## src/rtl/instruction_fetch.sv

```systemverilog
// instruction_fetch: two-state fetch/exec front end for ProgramMemory.
// Owns the 4-bit PC, latches the returned instruction into IR, accepts
// jump requests from execute and counts retired instructions.
// Optional macro INSTRUCTION_FETCH_SINGLE_STEP_EN adds a STEP input; when it
// is defined, EXEC completes only on a STEP rising edge.
module instruction_fetch #(
  parameter int         RETIRE_W = 8,
  parameter logic [3:0] RESET_PC = 4'h0
) (
  input  logic                CLK,
  input  logic                RST,
  output logic [3:0]          MEM_ADDR,
  input  logic [7:0]          MEM_DATA,
  input  logic                STALL,
  input  logic                JUMP_EN,
  input  logic [3:0]          JUMP_ADDR,
`ifdef INSTRUCTION_FETCH_SINGLE_STEP_EN
  input  logic                STEP,
`endif
  output logic [7:0]          IR,
  output logic                IR_VALID,
  output logic [3:0]          PC,
  output logic [RETIRE_W-1:0] RETIRED
);

  typedef enum logic {S_FETCH, S_EXEC} state_t;

  state_t state;
  logic   complete;

`ifdef INSTRUCTION_FETCH_SINGLE_STEP_EN
  logic step_q;
  logic step_pulse;

  // Previous STEP level; resets high so a button held through reset is not a step.
  always_ff @(posedge CLK) begin
    if (RST) step_q <= 1'b1;
    else     step_q <= STEP;
  end

  assign step_pulse = STEP & ~step_q;

  // EXEC completes only on an unstalled step edge; unused edges are dropped.
  always_comb begin
    complete = ~STALL & step_pulse;
  end
`else
  // EXEC completes on any unstalled cycle.
  always_comb begin
    complete = ~STALL;
  end
`endif

  // Memory address comes straight from the registered PC.
  assign MEM_ADDR = PC;

  // Fetch/exec sequencing with PC, IR, valid flag and retire counter.
  always_ff @(posedge CLK) begin
    if (RST) begin
      state    <= S_FETCH;
      PC       <= RESET_PC;
      IR       <= 8'h00;
      IR_VALID <= 1'b0;
      RETIRED  <= '0;
    end else begin
      case (state)
        S_FETCH: begin
          if (!STALL) begin
            IR       <= MEM_DATA;
            IR_VALID <= 1'b1;
            state    <= S_EXEC;
          end
        end
        S_EXEC: begin
          if (complete) begin
            PC       <= JUMP_EN ? JUMP_ADDR : PC + 4'd1;
            RETIRED  <= RETIRED + {{(RETIRE_W-1){1'b0}}, 1'b1};
            IR_VALID <= 1'b0;
            state    <= S_FETCH;
          end
        end
        default: begin
          state    <= S_FETCH;
          IR_VALID <= 1'b0;
        end
      endcase
    end
  end

endmodule

```

## config.mk

```make
export PLATFORM = sky130hd
export DESIGN_NAME = instruction_fetch
export DESIGN_NICKNAME = d
export VERILOG_FILES = /design/src/rtl/instruction_fetch.sv
export SDC_FILE = /design/constraint.sdc
export NUM_CORES = 1
export LEC_CHECK = 0
export ABC_AREA = 1
export CORE_MARGIN = 5
export CORE_UTILIZATION = 40
export CTS_BUF_LIST = sky130_fd_sc_hd__clkbuf_8 sky130_fd_sc_hd__clkbuf_16
export DETAILED_ROUTE_END_ITERATION = 7
export PLACE_DENSITY = 0.75
export REMOVE_ABC_BUFFERS = 1
export SETUP_SLACK_MARGIN = 0.4
export SYNTH_ARGS = -nofsm -noshare
export SYNTH_HDL_FRONTEND = slang
export SYNTH_SLANG_ARGS = --single-unit
```

## constraint.sdc

```tcl
create_clock -name CLK -period 3.3 [get_ports CLK]
set_input_delay 0.66 -clock CLK [delete_from_list [all_inputs] [get_ports CLK]]
set_output_delay 0.66 -clock CLK [all_outputs]
set_load 0.02 [all_outputs]
```

**Word-level counts from Yosys, hierarchy flattened**

Cells that the tools add are included.

- Bitwise operators: 2
- Equal/unequal tests: 2
- $add $sub $neg: 2
- Multiplexer cells: 7
- Reduce and logical (&&, ||, !) cells: 3

Operators by type and width:

| cell | count |
|---|---|
| adder 8 x 1 -> 8 bit (second input constant) | 1 |
| AND reduction 2 bit | 3 |
| adder 4 x 1 -> 4 bit (second input constant) | 1 |
| 2-to-1 mux 1 bit | 4 |
| 2-to-1 mux 4 bit | 1 |
| != test 2 bit (second input constant) | 2 |
| one-hot mux 1 bit (2 select lines) | 2 |
| NOT 1 bit | 2 |

- Output and inout bits: 25
- Word-level logic and storage cells: 21
- Flip-flop bits (word level): 22
- Bits of input ports: 16

**Depth between registers and ports, before layout**

- Word-level depth: 3
- Depth in mapped cells: 9
- Gate-level depth less buffers: 9

**Worst setup path after synthesis**

OpenSTA, ideal clock, no wires.

- Path type: input -> register
- From: input port STALL
- To: register RETIRED[6]
- Data required time: 3.187 ns
- Stages on the path: 9
- Arrival: 1.394 ns
- Setup time: 0.113 ns
- Setup slack: 1.793 ns
- Buffers on the path: 0
- Cell sequence: inv_1 > ha_1 > nand3_2 > nor2_2 > nand2_1 > nor2_2 > nand2_1 > nand2_1 > nor2_1

- Cells in the longest elaborated chain, start to end: 2

Ends and longest elaborated chain:

| what | line | text |
|---|---|---|
| start: declaration | 14 | `input logic STALL,` |
| NOT 1 bit (no source line) | n/a |  |
| AND reduction 2 bit (no source line) | n/a |  |
| end signal: assignment | 77 | `RETIRED <= RETIRED + {{(RETIRE_W-1){1'b0}}, 1'b1};` |
| end: declaration | 23 | `output logic [RETIRE_W-1:0] RETIRED` |

Every way passes these cells.
A chain may end at the register's enable or synchronous reset.

**Worst setup path in the final report**

Ends and elaborated chain as after synthesis.

==> impl_metrics.tcl <==
set metrics [dict create \
    syn_area_mm2 0.001015 \
    status "complete, no violations" \
    track_usage 0.1460 \
    clk_pin_slew_ps 80 \
    holdCritPathClass "reg -> reg" \
    gp_congestion 0.6975 \
    fin_crit_ps 2077 \
    vias_per_cell 4.729 \
    synth_edf_count 0 \
    final_nets 200 \
    fmax_mhz 481.5 \
    netlist_top_cells_count "nor2_1, nand2_1, dfxtp_1" \
    post_cts_buffers 0 \
    coreArea_mm2 0.002455 \
    cts_tree "built" \
    synth_area_leader_cell "dfxtp_1" \
    gr-total-overflow 0 \
    ys.warnings.count 0 \
    initial_core_util 0.4134 \
    fin_crit_sh 0.6294 \
    drive_gt1_frac 0.05085 \
    critPathMaxStageDelay_ps 450 \
    postSynthAreaPerCell_um2 7.248 \
    cp_common_cell "nand2_1" \
    cts_buffers 3 \
    end_kind "flop" \
    die_area_mm2 0.003644 \
    drv_slew 0 \
    instances_no_fill 207 \
    cts_sinks 22 \
    grt_pass1_wl_mm 3.898 \
    worstPathArrival_ps 2250 \
    critical-path-top-delay-family "simple AND/OR/NAND/NOR gates" \
    crit_buf_inv 2 \
    p_total_mw 0.6668 \
    routedWlPerCell_um 11.68 \
    crit_fanout 12 \
    async_flop_share 0 \
    relSlewSlack 0.6882 \
    ctsHoldBuffers 0 \
    synth_top_flop_cell "dfxtp_1" \
    ir_drop_mv 0.3232 \
    p_leak_nw 0.5963 \
    cp.required_ps 3470 \
    clk_latency_ps 260 \
    crit_type "in -> reg" \
    ys_top_cells_by_area "dfxtp_1, nor2_1, nand2_1" \
    synth_cell_type_count 17 \
    hold-worst-slack_ps 500.0 \
    worst_path_max_delay_cell "clkdlybuf4s50_1" \
    start_kind "input pin" \
    setup_violations 0 \
    drt_iter0_drc 30 \
    pin_count 41 \
    yosysSeqAreaShare 0.4340 \
    grt_max_degree 19 \
    dr.pass1.iters 4 \
    crit_chain "clkdlybuf4s50_1 > inv_1 > ha_1 > nand3_2 > nor2_2 > nand2_1 > nor2_2 > nand2_1 > nand2_1 > nor2_1" \
    maxCapViolCount 0 \
    ctsLongestPathBuffers 2 \
    rsz0062_at_grt "no" \
    fp.dieW_um 60.37 \
    synth_seq_cells 22 \
    vias 979 \
    ctsResizeCount 0 \
    synth_cells 140 \
    port_buffers 40 \
    grt_pass1_vias 945 \
    clock_skew_ps 3.956 \
    area_growth_pct 45.25 \
    antenna_found_initial 0 \
    diodes 0 \
    worst_slew_pin_slew_ps 467.3 \
    wl_mm 2.417 \
    finalSetupTns_ps 0 \
    post-route-util 0.6004 \
    cts.htree.levels 1 \
    drcViolationCount 0 \
    dp_hpwl_mm 1.802 \
    clockRootBuffer "clkbuf_8" \
    synth.most_common_cell "nor2_1" \
    hold_viol_final 0 \
    ant_nets 0 \
    post-place-cells 203 \
    die_y_um 60.37 \
    synth_top_area_frac 0.4340 \
    powerDensity_mw_per_mm2 452.4 \
    rows 18 \
]
[flip-flops by register name, summed over array words and instances, names as in the netlist]
register and cells:
IR_VALID 1, MEM_ADDR 4, state 1, IR 8, RETIRED 8
[through the flow]
step	cell area [µm²]	setup WS, ps
5_1_grt	1474	1080
4_1_cts	1474	1201
6_report	1474	1223
2_1_floorplan	964.7	1599
3_3_place_gp	1403	1030
3_5_place_dp	1403	960.5
[cell families (layout without fill, tap and decap cells)]
group           after synthesis  after routing  share of synthesized area
fa+ha+maj                     6              6                    0.07398
flops                        22             22                     0.4340
buf+inv                      20             57                    0.09740
simple gates                 68             68                     0.2676
compound gates               24             24                     0.1270
[final cells by class]
cell class	count	area [µm²]
well taps	30	37.54
flip-flops and latches	22	440.4
repair buffers	40	400.4
fillers	239	980.9
clock inverters	1	30.03
clock buffers	3	41.29
inverters	13	48.80
multi-input cells	98	475.5
[layout by cell type (no fill, tap or decap)]
master / count
a211oi_1: 1
a21oi_1: 8
a21oi_2: 1
bufinv_16: 1
clkbuf_8: 3
clkdlybuf4s50_1: 40
clkinv_1: 1
dfxtp_1: 22
ha_1: 6
inv_1: 11
inv_2: 1
nand2_1: 26
nand3_1: 4
nand3_2: 1
nor2_1: 35
nor2_2: 2
o211ai_1: 1
o21ai_0: 13
[layer usage]
layer	track usage	wire [µm]	vias up
li1	-	-	510
met1	0.1494	988	429
met2	0.2485	1139	33
met3	0.06809	224	7
met4	0.07595	65	0
met5	0	0	-
[where the power goes]
part | total, mW | switching [mW] | internal [mW]
registers | 0.294 | 0.0124 | 0.282
clock network | 0.251 | 0.0894 | 0.162
logic | 0.121 | 0.0617 | 0.0595
[worst min-delay path: stages, from the launching register on]
cell	delay [ps]
dfxtp_1	330
o21ai_0	70
nor2_1	70
[worst paths after layout]
kind	start	endpoint	slack, ps	cells past startpoint
worst min register to register	IR[5]	IR[5]	500	2
worst min-delay path	IR[5]	IR[5]	500	2
worst max register to register	state	RETIRED[6]	1770	8
worst max-delay path	STALL	RETIRED[6]	1220	10
No activity file was read; power rests on OpenSTA's default activity.
